File: src/rtl/uldl_packet_serializer_if.sv
`default_nettype none
// ============================================================================
//  Module      : uldl_packet_serializer_if
//  Description : Packet strobe bundle (pulse, ID, direction) feeding the
//                UL/DL packet serializer.
//  Revision    : 1.0 - initial release
// ============================================================================
interface uldl_packet_serializer_if;
    logic       i_packet_pulse;
    logic [7:0] i_packet_id;
    logic       i_dir_dl;

    modport master (output i_packet_pulse, i_packet_id, i_dir_dl);
    modport slave  (input  i_packet_pulse, i_packet_id, i_dir_dl);
endinterface
`default_nettype wire

File: src/rtl/uldl_packet_serializer.sv
`default_nettype none
// ============================================================================
//  Module      : uldl_packet_serializer
//  Description : Queues packet strobes in a FIFO and serializes them LSB-first
//                onto a UART-like line with per-direction statistics.
//                Define TX_PARITY_EN to add an even-parity bit before stop.
//  Revision    : 1.0 - initial release
// ============================================================================
module uldl_packet_serializer #(
    parameter int DEPTH   = 4,
    parameter int BIT_DIV = 4
) (
    input  logic                    clk,
    input  logic                    rst_n,
    input  logic                    ena,
    uldl_packet_serializer_if.slave pkt,
    output logic                    o_tx,
    output logic                    o_busy,
    output logic [$clog2(DEPTH):0]  o_fifo_level,
    output logic [7:0]              o_ul_count,
    output logic [7:0]              o_dl_count,
    output logic [7:0]              o_drop_count
);

    localparam int c_AW = $clog2(DEPTH);
    localparam int c_LW = c_AW + 1;
    localparam int c_DW = $clog2(BIT_DIV + 1);
`ifdef TX_PARITY_EN
    localparam int c_FRAME_BITS = 12;
`else
    localparam int c_FRAME_BITS = 11;
`endif
    localparam int c_BW = $clog2(c_FRAME_BITS);

    localparam logic [c_LW-1:0] c_FULL_LVL = c_LW'(DEPTH);
    localparam logic [c_DW-1:0] c_DIV_LAST = c_DW'(BIT_DIV - 1);
    localparam logic [c_BW-1:0] c_BIT_LAST = c_BW'(c_FRAME_BITS - 1);

    typedef enum logic [0:0] {
        ST_IDLE  = 1'b0,
        ST_SHIFT = 1'b1
    } state_t;

    state_t                  r_state;
    state_t                  w_state_nxt;
    logic [8:0]              r_mem [DEPTH];
    logic [c_AW-1:0]         r_wr_ptr;
    logic [c_AW-1:0]         r_rd_ptr;
    logic [c_LW-1:0]         r_level;
    logic [7:0]              r_ul_cnt;
    logic [7:0]              r_dl_cnt;
    logic [7:0]              r_drop_cnt;
    logic [c_FRAME_BITS-1:0] r_shift;
    logic [c_DW-1:0]         r_div;
    logic [c_BW-1:0]         r_bit;

    logic                    w_empty;
    logic                    w_full;
    logic                    w_push_req;
    logic                    w_push_ok;
    logic                    w_pop;
    logic                    w_div_last;
    logic                    w_frame_end;
    logic [8:0]              w_head;
    logic [c_FRAME_BITS-1:0] w_frame;

    assign w_empty     = (r_level == '0);
    assign w_full      = (r_level == c_FULL_LVL);
    assign w_push_req  = ena && pkt.i_packet_pulse;
    // A full FIFO still accepts when the serializer pops in the same cycle.
    assign w_push_ok   = w_push_req && (!w_full || w_pop);
    assign w_div_last  = (r_div == c_DIV_LAST);
    assign w_frame_end = w_div_last && (r_bit == c_BIT_LAST);
    assign w_head      = r_mem[r_rd_ptr];

`ifdef TX_PARITY_EN
    assign w_frame = {1'b1, ^w_head, w_head[7:0], w_head[8], 1'b0};
`else
    assign w_frame = {1'b1, w_head[7:0], w_head[8], 1'b0};
`endif

    always_comb begin
        w_state_nxt = r_state;
        w_pop       = 1'b0;
        o_tx        = 1'b1;
        o_busy      = 1'b0;
        case (r_state)
            ST_IDLE: begin
                if (ena && !w_empty) begin
                    w_pop       = 1'b1;
                    w_state_nxt = ST_SHIFT;
                end
            end
            ST_SHIFT: begin
                o_tx   = r_shift[0];
                o_busy = 1'b1;
                if (ena && w_frame_end) begin
                    if (!w_empty) begin
                        w_pop = 1'b1;
                    end else begin
                        w_state_nxt = ST_IDLE;
                    end
                end
            end
            default: w_state_nxt = ST_IDLE;
        endcase
    end

    always_ff @(posedge clk or negedge rst_n) begin
        if (!rst_n) begin
            r_state <= ST_IDLE;
        end else if (ena) begin
            r_state <= w_state_nxt;
        end
    end

    // Storage needs no reset: occupancy and pointers define validity.
    always_ff @(posedge clk) begin
        if (w_push_ok) begin
            r_mem[r_wr_ptr] <= {pkt.i_dir_dl, pkt.i_packet_id};
        end
    end

    always_ff @(posedge clk or negedge rst_n) begin
        if (!rst_n) begin
            r_wr_ptr   <= '0;
            r_rd_ptr   <= '0;
            r_level    <= '0;
            r_ul_cnt   <= '0;
            r_dl_cnt   <= '0;
            r_drop_cnt <= '0;
        end else begin
            if (w_push_ok) begin
                r_wr_ptr <= r_wr_ptr + c_AW'(1);
                if (pkt.i_dir_dl) r_dl_cnt <= r_dl_cnt + 8'd1;
                else              r_ul_cnt <= r_ul_cnt + 8'd1;
            end else if (w_push_req && (r_drop_cnt != 8'hFF)) begin
                r_drop_cnt <= r_drop_cnt + 8'd1;
            end
            if (w_pop) begin
                r_rd_ptr <= r_rd_ptr + c_AW'(1);
            end
            case ({w_push_ok, w_pop})
                2'b10:   r_level <= r_level + c_LW'(1);
                2'b01:   r_level <= r_level - c_LW'(1);
                default: r_level <= r_level;
            endcase
        end
    end

    always_ff @(posedge clk or negedge rst_n) begin
        if (!rst_n) begin
            r_shift <= '1;
            r_div   <= '0;
            r_bit   <= '0;
        end else if (ena) begin
            if (w_pop) begin
                r_shift <= w_frame;
                r_div   <= '0;
                r_bit   <= '0;
            end else if (r_state == ST_SHIFT) begin
                if (w_div_last) begin
                    r_div   <= '0;
                    r_bit   <= r_bit + c_BW'(1);
                    r_shift <= {1'b1, r_shift[c_FRAME_BITS-1:1]};
                end else begin
                    r_div <= r_div + c_DW'(1);
                end
            end
        end
    end

    assign o_fifo_level = r_level;
    assign o_ul_count   = r_ul_cnt;
    assign o_dl_count   = r_dl_cnt;
    assign o_drop_count = r_drop_cnt;

endmodule
`default_nettype wire

File: src/flat_wrapper.sv
// flat-port wrapper written by rule: the top's interface ports become plain ports
module uldl_packet_serializer_flat 
#(
    parameter int DEPTH   = 4,
    parameter int BIT_DIV = 4
)
  (clk, rst_n, ena, o_tx, o_busy, o_fifo_level, o_ul_count, o_dl_count, o_drop_count, pkt_i_packet_pulse, pkt_i_packet_id, pkt_i_dir_dl);
  uldl_packet_serializer_if pkt_i ();
  input  logic clk;
  input  logic rst_n;
  input  logic ena;
  output logic o_tx;
  output logic o_busy;
  output logic [$clog2(DEPTH):0] o_fifo_level;
  output logic [7:0] o_ul_count;
  output logic [7:0] o_dl_count;
  output logic [7:0] o_drop_count;
  input wire logic [$bits(pkt_i.i_packet_pulse)-1:0] pkt_i_packet_pulse;
  input wire logic [$bits(pkt_i.i_packet_id)-1:0] pkt_i_packet_id;
  input wire logic [$bits(pkt_i.i_dir_dl)-1:0] pkt_i_dir_dl;
  assign pkt_i.i_packet_pulse = pkt_i_packet_pulse;
  assign pkt_i.i_packet_id = pkt_i_packet_id;
  assign pkt_i.i_dir_dl = pkt_i_dir_dl;
  uldl_packet_serializer #(.DEPTH(DEPTH), .BIT_DIV(BIT_DIV)) u_core (.clk(clk), .rst_n(rst_n), .ena(ena), .pkt(pkt_i), .o_tx(o_tx), .o_busy(o_busy), .o_fifo_level(o_fifo_level), .o_ul_count(o_ul_count), .o_dl_count(o_dl_count), .o_drop_count(o_drop_count));
endmodule
File: config.mk
export PLATFORM = sky130hd
export DESIGN_NAME = uldl_packet_serializer_flat
export DESIGN_NICKNAME = d
export VERILOG_FILES = /design/src/rtl/uldl_packet_serializer_if.sv /design/src/rtl/uldl_packet_serializer.sv /design/src/flat_wrapper.sv
export SDC_FILE = /design/constraint.sdc
export NUM_CORES = 1
export LEC_CHECK = 0
export ABC_CLOCK_PERIOD_IN_PS = 5840
export BUFFER_PORTS_ARGS = -buffer_cell sky130_fd_sc_hd__buf_2
export CELL_PAD_IN_SITES_DETAIL_PLACEMENT = 1
export CELL_PAD_IN_SITES_GLOBAL_PLACEMENT = 1
export CORE_ASPECT_RATIO = 1.5
export CORE_MARGIN = 4
export CORE_UTILIZATION = 50
export DETAILED_ROUTE_END_ITERATION = 10
export GPL_TIMING_DRIVEN = 0
export PLACE_DENSITY = 0.86
export SYNTH_ARGS = -nofsm -noshare
export SYNTH_HDL_FRONTEND = slang
export SYNTH_SLANG_ARGS = --single-unit
export TNS_END_PERCENT = 5
File: constraint.sdc
create_clock -name clk -period 5.84 [get_ports clk]
set_clock_uncertainty 0.15 [all_clocks]
set_input_delay 1.168 -clock clk [delete_from_list [all_inputs] [get_ports clk]]
set_output_delay 1.168 -clock clk [all_outputs]
set_load 0.05 [all_outputs]
==> flow_metrics.py, run 1 <==
metrics = {
    "run_status": {
        "status": "finished clean",
    },
    "setup_path": {
        "critical_path.top_delay_family": "simple AND/OR/NAND/NOR gates",
        "worst_setup_path_end_kind": "register",
        "worstSetupPathType": "register to register",
        "cp.arrival_ps": 2750,
        "crit_path_start_kind": "register",
        "path_cells": "inv_1, ha_1, nand3b_4, o21a_1, or3_1, fa_1, nand3b_1, o21ai_0, a31oi_1",
        "critPathBufInv": 1,
        "critPathMaxStageDelay_ps": 430,
        "cp_max_fo": 4,
        "slowest_stage": "fa_1",
        "crit_required_ps": 5900,
    },
    "synthesis": {
        "ys_ff_latch": 85,
        "synthArstFlopShare_pct": 57.6,
        "synth_edf_count": 36,
        "yosysWarningCount": 0,
        "synthesis.nets": 295,
        "yosys_most_used_dff": "dfrtp_1",
        "syn_area_mm2": 0.00390,
        "synth.area.top_cells": "edfxtp_1 28%, dfrtp_1 25%, dfstp_2 6.7%",
        "syn_avg_cell_area_um2": 14.4,
        "syn_inst": 271,
        "synth_cell_type_count": 57,
        "yosysSeqAreaShare_pct": 59.4,
        "synth_top_area_cell": "edfxtp_1",
        "synth_top_area_share_pct": 27.7,
    },
    "pwr": {
        "vdd_ir_drop_max_v": 0.000304,
        "leakage_nw": 1.96,
        "cellPowerDensity_mw_per_mm2": 480,
    },
    "sta": {
        "worst_pin_slew_ps": 1110,
        "rsz0062_at_grt": "false",
        "relSlewSlack_pct": 26.3,
        "hold_viol": 0,
        "setup-violations-final": 0,
        "drv_slew": 0,
        "setup_tns_ps": 0,
        "timing.hold.ws_ps": 331,
        "clock.fmax_ghz": 0.372,
        "finalCritPeriodShare_pct": 46.1,
        "finalCriticalPeriod_ps": 2690,
    },
    "cells_and_area": {
        "layout_commonest_cell": "buf_2",
        "n_fill_cell": 756,
        "antenna_cells": 0,
        "nets": 346,
        "finalNonFillerCells": 429,
        "syn2layout_area_growth_pct": 15.9,
        "fin_area_mm2": 0.00452,
        "layout_common_cells": "42 x buf_2, 39 x dfrtp_1, 36 x edfxtp_1",
        "drive_gt1_share_pct": 34.3,
    },
    "clock_network": {
        "cts_buffers": 9,
        "clk_latency_ps": 340,
        "cts_buffer_depth": 2,
        "htree_levels": 3,
        "cts_tree": "done",
        "postCtsSetupBuffers": 0,
        "clock-sinks": 85,
        "postCtsHoldBufs": 0,
        "cts_resized": 0,
        "path_clk_slew_ps": 60,
        "root_buffer": "clkbuf_16",
    },
    "place": {
        "gp_congestion": 0.723,
        "hpwl_um": 5970,
        "post_dp_cell_area_mm2": 0.00423,
        "port_buffers": 40,
        "dp.cells": 413,
    },
    "global_routing": {
        "grt-ovfl-total": 0,
        "grt_use_total_pct": 21.2,
        "antenna_found_initial": 0,
        "grt_max_degree": 50,
        "grt_pass1_wl_um": 14600,
        "grt_pass1_vias": 2684,
    },
    "route": {
        "drt-initial-drc-count": 131,
        "antenna_left": 0,
        "via_per_inst": 5.49,
        "drt-total-wl_um": 8690,
        "firstDrtPassIters": 4,
        "vias": 2357,
        "drc": 0,
        "wl_per_cell_um": 20.3,
    },
    "die": {
        "die_h_um": 116,
        "fp.dieW_um": 80.1,
        "design.die.area_mm2": 0.00931,
        "ios": 42,
        "row_count": 39,
        "initial_core_util_pct": 51.3,
        "core_mm2": 0.00761,
    },
    "run": {
        "drv_cap": 0,
    },
    "min_path": {
        "hp-class": "register to register",
    },
}
Yosys cell counts (6+ instances only):
cell type  number
nand4_1         7
nand2_1        21
dfstp_2        10
ha_1           10
xnor2_1        17
inv_1           6
a22o_1          8
dfrtp_1        39
edfxtp_1       36
nand3_1         8
xor2_1         10
nor2_1         11
a21o_1          8
mux4_2          9
cell families (layout without fill, tap and decap cells):
| logic type | Yosys count | after routing | share of synthesized area (%) |
|---|---|---|---|
| simple gates | 80 | 80 | 12.3 |
| compound gates | 37 | 37 | 8.62 |
| flops | 85 | 85 | 59.4 |
| mux | 14 | 14 | 6.70 |
| buf+inv | 17 | 73 | 3.14 |
| xor+xnor | 27 | 27 | 6.06 |
| fa+ha+maj | 11 | 11 | 3.72 |
tightest hold or removal path, stage by stage, from the launching register on:
cell     delay, ps
dfstp_2        360
nand2_1         40
o21ai_0         70
worst paths after layout:
path	startpoint	endpoint	slack (ps)	cells after the start
worst max-delay path	u_core.r_bit[0]$_DFFE_PN0P_	u_core.o_fifo_level[2]$_DFFE_PN0P_	3150	9
worst min-delay path	u_core.r_shift[0]$_DFFE_PN1P_	u_core.r_shift[0]$_DFFE_PN1P_	330	2
worst max register to register	u_core.r_bit[0]$_DFFE_PN0P_	u_core.o_fifo_level[2]$_DFFE_PN0P_	3150	9
worst min register to register	u_core.r_shift[0]$_DFFE_PN1P_	u_core.r_shift[0]$_DFFE_PN1P_	330	2
max in group asynchronous	rst_n	u_core.r_bit[2]$_DFFE_PN0P_	3960	1
min in group asynchronous	rst_n	u_core.o_ul_count[5]$_DFFE_PN0P_	890	1
through the flow:
step	power (mW)	utilization (%)	setup slack, ps
after floorplan	1.42	-	3090
after global placement	1.56	55.6	2900
after detailed placement	1.61	55.6	2830
after CTS	2.20	59.4	3130
after global routing	2.29	59.4	3030
final	2.17	59.4	3150
sequential cells by signal, indices dropped and copies added (netlist names):
register / cells
u_core.o_fifo_level: 3
u_core.r_bit: 4
u_core.r_wr_ptr: 2
u_core.r_mem: 36
u_core.r_rd_ptr: 2
u_core.o_ul_count: 8
u_core.o_drop_count: 8
u_core.r_div: 3
u_core.r_state: 1
u_core.r_shift: 10
u_core.o_dl_count: 8
routing by layer:
metal / vias up / global-route usage, % / part of all wire [%]
li1: 1095 / - / -
met1: 1212 / 23.9 / 37
met2: 40 / 38.9 / 59
met3: 10 / 4.78 / 2.8
met4: 0 / 7.78 / 1.7
met5: - / 0 / 0
power by group:
group          internal, mW  leakage (nW)  switching [mW]
clock                 0.331         0.139           0.233
combinational         0.256         0.897           0.448
sequential            0.778         0.929           0.125
cell type report:
| class | instances | area (µm²) | area share, % |
|---|---|---|---|
| timing repair buffer | 40 | 200 | 4.43 |
| clock inverter | 6 | 63.8 | 1.41 |
| sequential | 85 | 2320 | 51.3 |
| tap | 102 | 128 | 2.82 |
| multi-input combinational | 169 | 1460 | 32.3 |
| inverter | 6 | 22.5 | 0.498 |
| clock buffer | 10 | 229 | 5.06 |
| buffer | 11 | 100 | 2.21 |
No activity file was read; power rests on OpenSTA's default activity.
==> run 2: changes to the inputs <==
Settings changed: ABC_CLOCK_PERIOD_IN_PS 5840 to 2200, CORE_UTILIZATION 50 to 44, PLACE_DENSITY 0.86 to 0.81.
Clock period 5.84 ns to 2.2 ns, I/O delays scaled along.
==> run 2 against run 1 <==
  * The run now ends with setup timing left
  * Clock power rose to 2.6 times the previous value
  * Die area up 12%
  * Sequential share of layout area down 0.81 points
  * Fmax is 18% higher
  * Wire length decreased by 7.5%
  * Critical path type unchanged
  * Critical endpoint unchanged
  * Largest power group unchanged
==> flow_metrics.py, run 2 (same netlist as run 1, synthesis figures left out) <==
metrics = {
    "run_status": {
        "status": "complete, but fails checks",
        "violations": "setup timing",
    },
    "cells_and_area": {
        "largest_reg_flops": 36,
        "layout_commonest_cell": "buf_2",
        "fin_area_mm2": 0.00461,
        "drive_gt1_share_pct": 38.1,
        "n_fill_cell": 880,
        "largest_register": "u_core.r_mem",
        "antenna_cells": 0,
        "layout_common_cells": "42 x buf_2, 36 x edfxtp_1, 35 x dfrtp_1",
        "reg.largest.list": "u_core.r_mem (36), u_core.r_shift (10)",
        "syn2layout_area_growth_pct": 18.0,
        "nets": 350,
    },
    "pwr": {
        "pwr-share-comb_pct": 32.8,
        "pwr-share-clk_pct": 25.7,
        "leakage_nw": 1.98,
        "p_switching_mw": 2.11,
        "pwr-share-seq_pct": 41.5,
        "cellPowerDensity_mw_per_mm2": 1250,
        "vdd_ir_drop_max_v": 0.000836,
        "p_int_mw": 3.67,
        "sw_frac_of_total_pct": 36.5,
    },
    "setup_path": {
        "crit_required_ps": 2260,
        "worst_setup_path_end_kind": "register",
        "critical_path.top_delay_family": "simple AND/OR/NAND/NOR gates",
        "slowest_stage": "dfrtp_1",
        "critPathMaxStageDelay_ps": 390,
        "crit_path_start_kind": "register",
        "worstSetupPathType": "register to register",
        "critPathBufInv": 1,
        "cp.arrival_ps": 2350,
        "r2r_setup_slack_ps": -90,
        "path_cells": "inv_2, ha_4, nand3b_4, o21a_4, or3_4, fa_2, nand3b_1, o21ai_1, a31oi_1",
        "cp_max_fo": 4,
    },
    "sta": {
        "setup-violations-final": 1,
        "hold_viol": 0,
        "finalCritPeriodShare_pct": 104,
        "setup_tns_ps": -88.8,
        "worst_slack_ps": -88.8,
        "relSlewSlack_pct": 25.0,
        "finalCriticalPeriod_ps": 2290,
        "clock.fmax_ghz": 0.437,
        "worst_pin_slew_ps": 1130,
        "rsz0062_at_grt": "true",
        "drv_slew": 0,
    },
    "route": {
        "via_per_inst": 5.40,
        "vias": 2364,
        "drt-total-wl_um": 8040,
        "firstDrtPassIters": 4,
        "wl_per_cell_um": 18.4,
        "antenna_left": 0,
        "drc": 0,
        "drt-initial-drc-count": 113,
    },
    "clock_network": {
        "cts_buffers": 9,
        "htree_levels": 3,
        "path_clk_slew_ps": 60,
        "root_buffer": "clkbuf_16",
        "clk_latency_ps": 340,
        "cts_tree": "done",
        "cts_buffer_depth": 2,
        "clock-sinks": 85,
    },
    "run": {
        "drv_cap": 0,
    },
    "die": {
        "ios": 42,
        "initial_core_util_pct": 45.8,
        "die_h_um": 123,
        "design.die.area_mm2": 0.0105,
        "row_count": 41,
        "fp.dieW_um": 84.9,
        "core_mm2": 0.00852,
    },
    "global_routing": {
        "grt_pass1_wl_um": 13500,
        "antenna_found_initial": 0,
        "grt_use_total_pct": 17.1,
        "grt-ovfl-total": 0,
        "grt_max_degree": 50,
        "grt_pass1_vias": 2639,
    },
    "place": {
        "post_dp_cell_area_mm2": 0.00427,
        "hpwl_um": 5570,
        "port_buffers": 40,
        "gp_congestion": 0.761,
    },
    "min_path": {
        "hp-class": "input pin to register",
    },
}
==> run 2: cell types whose count changed in the layout (fill, tap and decap cells not counted), moves of 2 or more <==
| cell | previous run | this run |
|---|---|---|
| clkinv_4 | 0 | 2 |
| dfrtp_2 | 0 | 4 |
| dfrtp_1 | 39 | 35 |
| buf_4 | 2 | 7 |
| ha_4 | 0 | 2 |
| ha_1 | 10 | 8 |
==> run 2: final timing paths <==
kind / from / to / cells after the start
worst min-delay path: pkt_i_packet_id[0] / u_core.r_mem[3][0]$_DFFE_PP_ / 1
worst min register to register: u_core.o_ul_count[7]$_DFFE_PN0P_ / u_core.o_ul_count[7]$_DFFE_PN0P_ / 1
min in group asynchronous: rst_n / u_core.o_ul_count[3]$_DFFE_PN0P_ / 1
worst max register to register: u_core.r_bit[0]$_DFFE_PN0P_ / u_core.o_fifo_level[2]$_DFFE_PN0P_ / 9
max in group asynchronous: rst_n / u_core.r_state$_DFFE_PN0P_ / 1
worst max-delay path: u_core.r_bit[0]$_DFFE_PN0P_ / u_core.o_fifo_level[2]$_DFFE_PN0P_ / 9
==> run 2: power groups by stage <==
stage	Clock [mW]	Sequential (mW)	Combinational (mW)
final	1.48	2.40	1.90
after global routing	1.59	2.45	2.07
after CTS	1.52	2.40	1.92
after detailed placement	0	2.42	1.86
after global placement	0	2.39	1.78
after floorplan	0	2.81	0.980
==> run 2: layer usage <==
layer / track usage [%] / up-vias / part of all wire [%]
li1: - / 1098 / -
met1: 18.4 / 1220 / 39
met2: 32.3 / 38 / 56
met3: 4.00 / 8 / 3.1
met4: 6.34 / 0 / 1.8
met5: 0 / - / 0
==> run 2: timing repair <==
item	4_1_cts	5_1_grt
cloned	0	0
buffers inserted	5	0
hold buffers	0	0
resized for setup	2	1
setup endpoints to repair	2	11
pin swaps	3	0
==> run 2: area by class of cell <==
type / instances / area (µm²) / share of cell area (%)
plain buffers: 10 / 88.8 / 1.93
clock buffers: 10 / 229 / 4.97
clock inverters: 6 / 63.8 / 1.39
inverters: 6 / 22.5 / 0.489
multi-input cells: 169 / 1510 / 32.7
flip-flops and latches: 85 / 2320 / 50.5
well taps: 107 / 134 / 2.91
repair buffers: 45 / 238 / 5.16
==> run 2: stage by stage <==
stage	hold WS (ps)	setup slack, ps	power (mW)	std cells	utilization (%)
after floorplan	-5.59	-105	3.79	271	-
after global placement	311	-196	4.18	418	50.1
after detailed placement	321	-239	4.28	418	50.1
after CTS	157	-98.4	5.85	438	54.0
after global routing	169	-183	6.11	438	54.1
final	165	-88.8	5.78	438	54.1
